$ cat src/rtl/sc_fifo_wr_arbiter.sv
// sc_fifo_wr_arbiter: round-robin burst-locking arbiter sharing one FIFO write port among N producers
module sc_fifo_wr_arbiter #(
    parameter int N         = 4,
    parameter int DW        = 8,
    parameter int BURST_LEN = 4
) (
    input  logic                      clk,
    input  logic                      rst,
    input  logic [N-1:0]              req_valid,
    input  logic [N*DW-1:0]           req_data,
    output logic [N-1:0]              req_ready,
    input  logic                      fifo_full,
    output logic                      fifo_write,
    output logic [DW-1:0]             fifo_din,
    output logic                      grant_vld,
    output logic [((N > 1) ? $clog2(N) : 1)-1:0] grant_id
);
    localparam int IW = (N > 1) ? $clog2(N) : 1;
    localparam int BW = $clog2(BURST_LEN + 1);

    typedef enum logic {IDLE, BURST} state_t;

    state_t        state_q, state_d;
    logic [IW-1:0] grant_id_q, grant_id_d;
    logic [IW-1:0] rr_ptr_q, rr_ptr_d;
    logic [BW-1:0] beat_cnt_q, beat_cnt_d;
    logic [IW-1:0] pick, idx;
    logic          found, sel_valid, accept, last_beat, release_w;

    // first valid requester scanning upward from the round-robin pointer, wrapping mod N
    always_comb begin
        found = 1'b0;
        pick  = rr_ptr_q;
        idx   = '0;
        for (int k = 0; k < N; k++) begin
            idx = IW'((int'(rr_ptr_q) + k) % N);
            if (!found && req_valid[idx]) begin
                found = 1'b1;
                pick  = idx;
            end
        end
    end

    // a beat moves only while bursting, the holder is valid, the FIFO has room and reset is low
    always_comb begin
        sel_valid = req_valid[grant_id_q];
        accept    = (state_q == BURST) && sel_valid && !fifo_full && !rst;
        last_beat = beat_cnt_q == BW'(BURST_LEN - 1);
        release_w = (state_q == BURST) && (!sel_valid || (accept && last_beat));
    end

    // next-state: grant from IDLE, count beats in BURST, release on valid drop or burst end
    always_comb begin
        state_d    = state_q;
        grant_id_d = grant_id_q;
        rr_ptr_d   = rr_ptr_q;
        beat_cnt_d = beat_cnt_q;
        if (state_q == IDLE) begin
            if (found) begin
                state_d    = BURST;
                grant_id_d = pick;
            end
        end else if (release_w) begin
            state_d    = IDLE;
            beat_cnt_d = '0;
            rr_ptr_d   = (grant_id_q == IW'(N - 1)) ? '0 : grant_id_q + 1'b1;
        end else if (accept) begin
            beat_cnt_d = beat_cnt_q + 1'b1;
        end
    end

    // state registers with synchronous reset
    always_ff @(posedge clk) begin
        if (rst) begin
            state_q    <= IDLE;
            grant_id_q <= '0;
            rr_ptr_q   <= '0;
            beat_cnt_q <= '0;
        end else begin
            state_q    <= state_d;
            grant_id_q <= grant_id_d;
            rr_ptr_q   <= rr_ptr_d;
            beat_cnt_q <= beat_cnt_d;
        end
    end

    // steer the granted requester onto the FIFO write port; write is never raised while full
    always_comb begin
        req_ready  = accept ? (N'(1) << grant_id_q) : '0;
        fifo_write = accept;
        fifo_din   = rst ? '0 : req_data[grant_id_q*DW +: DW];
        grant_vld  = state_q == BURST;
        grant_id   = grant_id_q;
    end
endmodule
$ cat config.mk
export PLATFORM = sky130hd
export DESIGN_NAME = sc_fifo_wr_arbiter
export DESIGN_NICKNAME = d
export VERILOG_FILES = /design/src/rtl/sc_fifo_wr_arbiter.sv
export SDC_FILE = /design/constraint.sdc
export NUM_CORES = 1
export LEC_CHECK = 0
export CORE_ASPECT_RATIO = 1.1
export CORE_MARGIN = 10
export CORE_UTILIZATION = 37
export DETAILED_ROUTE_END_ITERATION = 6
export HOLD_SLACK_MARGIN = 0.1
export PLACE_DENSITY = 0.86
export SLEW_MARGIN = 20
export SYNTH_ARGS = -nofsm -noshare
export SYNTH_HDL_FRONTEND = slang
export SYNTH_SLANG_ARGS = --single-unit
$ cat constraint.sdc
create_clock -name clk -period 3.9 [get_ports clk]
set_input_delay 0.39 -clock clk [delete_from_list [all_inputs] [get_ports clk]]
set_output_delay 0.39 -clock clk [all_outputs]
set_load 0.05 [all_outputs]
==> metrics.yaml, run 1 <==
critical_path:
  critical-path-max-stage-delay_ns: 0.80
  cp.required_ns: 3.51
  critPathMostFrequentCell: "clkdlybuf4s50_1"
  critPathLaunchType: "input port"
  critPathMaxFanout: 7
  cp_cell_sequence: "clkdlybuf4s50_1 > mux4_2 > nor4b_4 > and2_1 > clkdlybuf4s50_1"
  critPathKind: "input port to output port"
  endpoint_kind: "output port"
  cp_data_arrival_time_ns: 2.60
  cp_top_family: "buffers and inverters"
  critical_path_buf_inv_count: 2
  slowest_stage: "clkdlybuf4s50_1"
global_routing:
  grt_pass1_wl_um: 4498
  grt_pass1_vias: 1046
  grtUsageTotal_pct: 12.77
  grt_max_degree: 17
  grt_overflow: 0
  antenna_found_initial: 0
status:
  status: "finished clean"
floorplan:
  fp.dieH_um: 68.45
  start_util_pct: 39.07
  ios: 55
  core_area_sq_um: 2021
  die-width_um: 64.05
  die_area_sq_um: 4384
  placementRows: 17
layout:
  antenna_cells: 0
  layout-drive-gt1-share_pct: 14.29
  area_growth_pct: 76.07
  nets: 180
logic_synthesis:
  synth_cell_types: 25
  yosysSeqAreaShare_pct: 20.29
  synthCells: 77
  synth-seq-cells: 8
  synth_warnings: 0
  avgSynthCellArea_sq_um: 10.25
  syn_nets: 122
  netlist_area_sq_um: 789.5
cts:
  ctsHoldBuffers: 0
  clk_latency_ns: 0.26
  cts_resized: 0
  cts_buffer_depth: 2
  cts-root-buf: "clkbuf_4"
  post_cts.repair.setup_buffers: 0
  htreeDepth: 1
  clkTransAtPathRegs_ns: 0.06
  clock_sinks: 8
  numCtsBuffers: 3
  cts_tree: "built"
sta:
  max_slew_margin_pct: 51.30
  period_share_pct: 76.75
  layout_min_cycle_time_ns: 2.993
  hold_viol: 0
  slew_violations: 0
  setup_viol: 0
  clock_skew_ns: 0.01120
  fmax_ghz: 0.3341
  worst_pin_slew_ns: 0.7211
  setup_tns_ns: 0
  grt_setup_unrepaired: "false"
drt:
  first_pass_iters: 3
  wirelength_um: 2682
  viasPerCell: 5.174
  wire_per_inst_um: 16.66
  drc: 0
  ant_nets: 0
  drtIter0Drc: 15
  vias: 833
placement:
  numPortBuffers: 54
  place_congestion: 0.7706
  dp_hpwl_um: 2384
pwr:
  leakage_nw: 0.5087
  power_density_nw_per_um2: 230.3
  power_mw: 0.3201
  vdd_ir_drop_max_mv: 0.1661
min_path:
  hold_class: "register to register"
run:
  maxCapViolCount: 0
## cells by family (layout without fill, tap and decap cells)
logic type / count (synthesis) / count (layout) / share of synthesized area, %
adder cells (fa/ha/maj): 6 / 6 / 9.508
AND/OR/NAND/NOR: 32 / 32 / 26.94
multiplexers: 12 / 12 / 29.63
AO/OA/AOI/OAI: 11 / 11 / 9.668
flip-flops: 8 / 8 / 20.28
buffers and inverters: 8 / 64 / 3.962
## final timing paths
check,to,slack (ns),depth (start not counted),start
worst max-delay path,req_ready[2],0.91,5,req_valid[1]
worst min-delay path,beat_cnt_q[2],0.47,1,beat_cnt_q[2]
worst max register to register,rr_ptr_q[0],2.02,6,beat_cnt_q[0]
worst min register to register,beat_cnt_q[2],0.47,1,beat_cnt_q[2]
## routing by layer
layer | up-vias | track usage (%) | routed length [um]
met5 | - | 0 | 0
met4 | 0 | 3.552 | 7
met3 | 2 | 11.09 | 523
met2 | 47 | 23.63 | 1329
met1 | 383 | 9.786 | 821
li1 | 401 | - | -
## cell type report
cell class                      instances  area [sq um]
Fill cell                             135         630.6
Multi-Input combinational cell         61         598.1
Inverter                                5         18.77
Clock buffer                            3         22.52
Tap cell                               28         35.03
Sequential cell                         8         160.2
Timing Repair Buffer                   56         555.5
## cell usage after synthesis (all sizes together)
cell	n	area, sq um
o21bai	1	7.510
nand2b	1	6.260
mux2i	2	20.02
nor4b	1	23.77
nor3b	2	15.01
clkbuf	2	7.510
o221ai	1	8.760
a22o	2	17.52
o41ai	1	8.760
nor3	1	5.000
a21oi	5	25.02
buf	1	5.000
or3b	2	17.52
nand3	1	5.000
mux2	1	11.26
nor2	5	18.77
dfxtp	8	160.2
inv	5	18.77
ha	6	75.07
mux4	9	202.7
nand2	2	7.510
and2	4	25.02
a2111oi	1	8.760
nor2b	13	88.83
## flip-flops by register name (all words and copies together) (netlist names)
name        flops
beat_cnt_q      3
grant_id        2
rr_ptr_q        2
grant_vld       1
## through the flow
step                      hold WS (ns)  area (sq um)  setup slack, ns  std cells  utilization [%]
after CTS                       0.4784          1390           0.9103        161            68.79
after global placement          0.4561          1368           0.9641        158            67.68
after detailed placement        0.4633          1368           0.9165        158            67.68
final                           0.4707          1390           0.9068        161            68.79
after global routing            0.5062          1390           0.7563        161            68.79
after floorplan                 0.4422         789.5            1.192         77                -
## cells in the final DEF (no fill, tap or decap), drive strengths merged
cell,netlist,layout
nor2b,13,13
and2,4,4
ha,6,6
mux2,1,1
a2111oi,1,1
a21oi,5,5
dfxtp,8,8
clkbuf,2,3
nor3,1,1
mux4,9,9
clkdlybuf4s50,0,54
o41ai,1,1
o21bai,1,1
nand2b,1,1
mux2i,2,2
nor4b,1,1
a22o,2,2
inv,5,5
nor2,5,5
nand3,1,1
buf,1,2
o221ai,1,1
or3b,2,2
nand2,2,2
nor3b,2,2
## report_power, final
part / switching, mW / total [mW] / internal (mW)
clock: 0.0275 / 0.0627 / 0.0352
combinational: 0.0784 / 0.165 / 0.0863
sequential: 0.00611 / 0.0928 / 0.0866
total: 0.112 / 0.320 / 0.208
Power figures use the tool's default switching activity.
==> run 2, diff against run 1 <==
--- a/config.mk
+++ b/config.mk
@@ -7,10 +7,10 @@
 export LEC_CHECK = 0
 export CORE_ASPECT_RATIO = 1.1
 export CORE_MARGIN = 10
-export CORE_UTILIZATION = 37
+export CORE_UTILIZATION = 35
 export DETAILED_ROUTE_END_ITERATION = 6
 export HOLD_SLACK_MARGIN = 0.1
-export PLACE_DENSITY = 0.86
+export PLACE_DENSITY = 0.82
 export SLEW_MARGIN = 20
 export SYNTH_ARGS = -nofsm -noshare
 export SYNTH_HDL_FRONTEND = slang
==> constraint.sdc (replaced) <==
create_clock -name clk -period 2.8 [get_ports clk]
set_input_delay 0.28 -clock clk [delete_from_list [all_inputs] [get_ports clk]]
set_output_delay 0.28 -clock clk [all_outputs]
set_load 0.05 [all_outputs]
==> metrics.yaml, run 2 (synthesis results as in run 1) <==
sta:
  worst_slack_ns: 0.3839
  setup_viol: 0
  fmax_ghz: 0.4139
  worst_pin_slew_ns: 0.6065
  max_slew_margin_pct: 59.04
  clock_skew_ns: 0.004574
  period_share_pct: 86.29
  hold_viol: 0
  grt_setup_unrepaired: "false"
  layout_min_cycle_time_ns: 2.416
  slew_violations: 0
  setup_tns_ns: 0
critical_path:
  critical-path-max-stage-delay_ns: 0.73
  r2r_end: "rr_ptr_q[1]"
  endpoint_kind: "output port"
  slowest_stage: "clkdlybuf4s50_1"
  critPathLaunchType: "register"
  cp.required_ns: 2.52
  cp_cell_sequence: "buf_4 > mux4_2 > nor2b_1 > clkdlybuf4s50_1"
  ff2ff_path_depth: 6
  critPathMaxFanout: 7
  critPathKind: "register to output port"
  r2r_slack_ns: 0.96
  rr_startpoint: "beat_cnt_q[0]"
  cp_data_arrival_time_ns: 2.14
cts:
  clock_sinks: 8
  cts_tree: "built"
  cts_buffer_depth: 2
  numCtsBuffers: 3
  cts-root-buf: "clkbuf_4"
  post_cts.repair.setup_buffers: 0
  htreeDepth: 1
  cts_resized: 0
  ctsHoldBuffers: 0
  clkTransAtPathRegs_ns: 0.05
  clk_latency_ns: 0.25
floorplan:
  start_util_pct: 37.88
  ios: 55
  die-width_um: 65.29
  placementRows: 17
  fp.dieH_um: 69.81
  die_area_sq_um: 4558
  core_area_sq_um: 2085
run:
  maxCapViolCount: 0
layout:
  fill_cells: 181
  layout-drive-gt1-share_pct: 19.26
  antenna_cells: 0
  largest_reg_flops: 3
  final_common_cell: "clkdlybuf4s50_1"
  nets: 182
  mostFrequentLayoutCells: "49 x clkdlybuf4s50_1, 12 x nor2b_1, 9 x mux4_2, 9 x buf_4, 8 x dfxtp_1"
  area_growth_pct: 76.39
  largest_register: "beat_cnt_q"
  final_cells: 163
min_path:
  hold_class: "register to register"
  hold_path_startpoint: "beat_cnt_q[2]"
  hold_path_depth: 1
  whs_endpoint: "beat_cnt_q[2]"
placement:
  dpl.cell_count: 160
  place_congestion: 0.7308
  numPortBuffers: 54
  dp_hpwl_um: 2356
  pre_cts_slack_ns: 0.4895
drt:
  ant_nets: 0
  drtIter0Drc: 29
  wirelength_um: 2645
  drc: 0
  first_pass_iters: 2
  vias: 844
  viasPerCell: 5.178
  wire_per_inst_um: 16.23
pwr:
  vdd_ir_drop_max_mv: 0.1496
  power_density_nw_per_um2: 319.9
  leakage_nw: 0.5295
global_routing:
  grt_pass1_wl_um: 4457
  antenna_found_initial: 0
  grtUsageTotal_pct: 12.06
  grt_pass1_vias: 952
  grt_overflow: 0
  grt_max_degree: 15
status:
  status: "finished clean"
[run 2: worst max path at each step]
| stage | start | endpoint |
|---|---|---|
| global route | grant_id[1] | fifo_din[3] |
| detailed placement | rst | fifo_din[7] |
| CTS | grant_id[1] | fifo_din[3] |
| floorplan | grant_id[0] | req_ready[0] |
| finish | grant_id[0] | fifo_din[4] |
| global placement | rst | fifo_din[1] |
[run 2: layout make-up]
class | instances | area [sq um] | share of cell area (%)
well taps | 28 | 35.03 | 2.516
clock buffers | 3 | 22.52 | 1.617
multi-input cells | 61 | 598.1 | 42.95
flip-flops and latches | 8 | 160.2 | 11.50
repair buffers | 58 | 558.0 | 40.07
inverters | 5 | 18.77 | 1.348
[run 2: critical path: cells and delay by family (launching register included)]
kind          cells  cell delay, ns
buf+inv           2            0.91
mux               1            0.50
flops             1            0.32
simple gates      1            0.14
[run 2: metrics by stage]
| step | area, sq um | utilization (%) | hold WS (ns) | total power, mW |
|---|---|---|---|---|
| floorplan | 789.5 | - | 0.4422 | 0.2580 |
| global placement | 1370 | 65.73 | 0.4553 | 0.3565 |
| detailed placement | 1370 | 65.73 | 0.4653 | 0.3633 |
| CTS | 1393 | 66.81 | 0.4852 | 0.4535 |
| global route | 1393 | 66.81 | 0.5057 | 0.4734 |
| finish | 1393 | 66.81 | 0.4779 | 0.4455 |
[run 2: metal layers]
| layer | wire, um | track usage [%] |
|---|---|---|
| met5 | 0 | 0 |
| met4 | 19 | 2.123 |
| met3 | 270 | 6.280 |
| met2 | 1409 | 22.28 |
| met1 | 945 | 11.39 |
[run 2: power breakdown]
group | internal [mW] | total (mW) | leakage (nW) | switching, mW
registers | 0.121 | 0.129 | 0.0653 | 0.00811
logic | 0.122 | 0.229 | 0.450 | 0.108
clock network | 0.0490 | 0.0872 | 0.0138 | 0.0383
total | 0.292 | 0.445 | 0.529 | 0.154
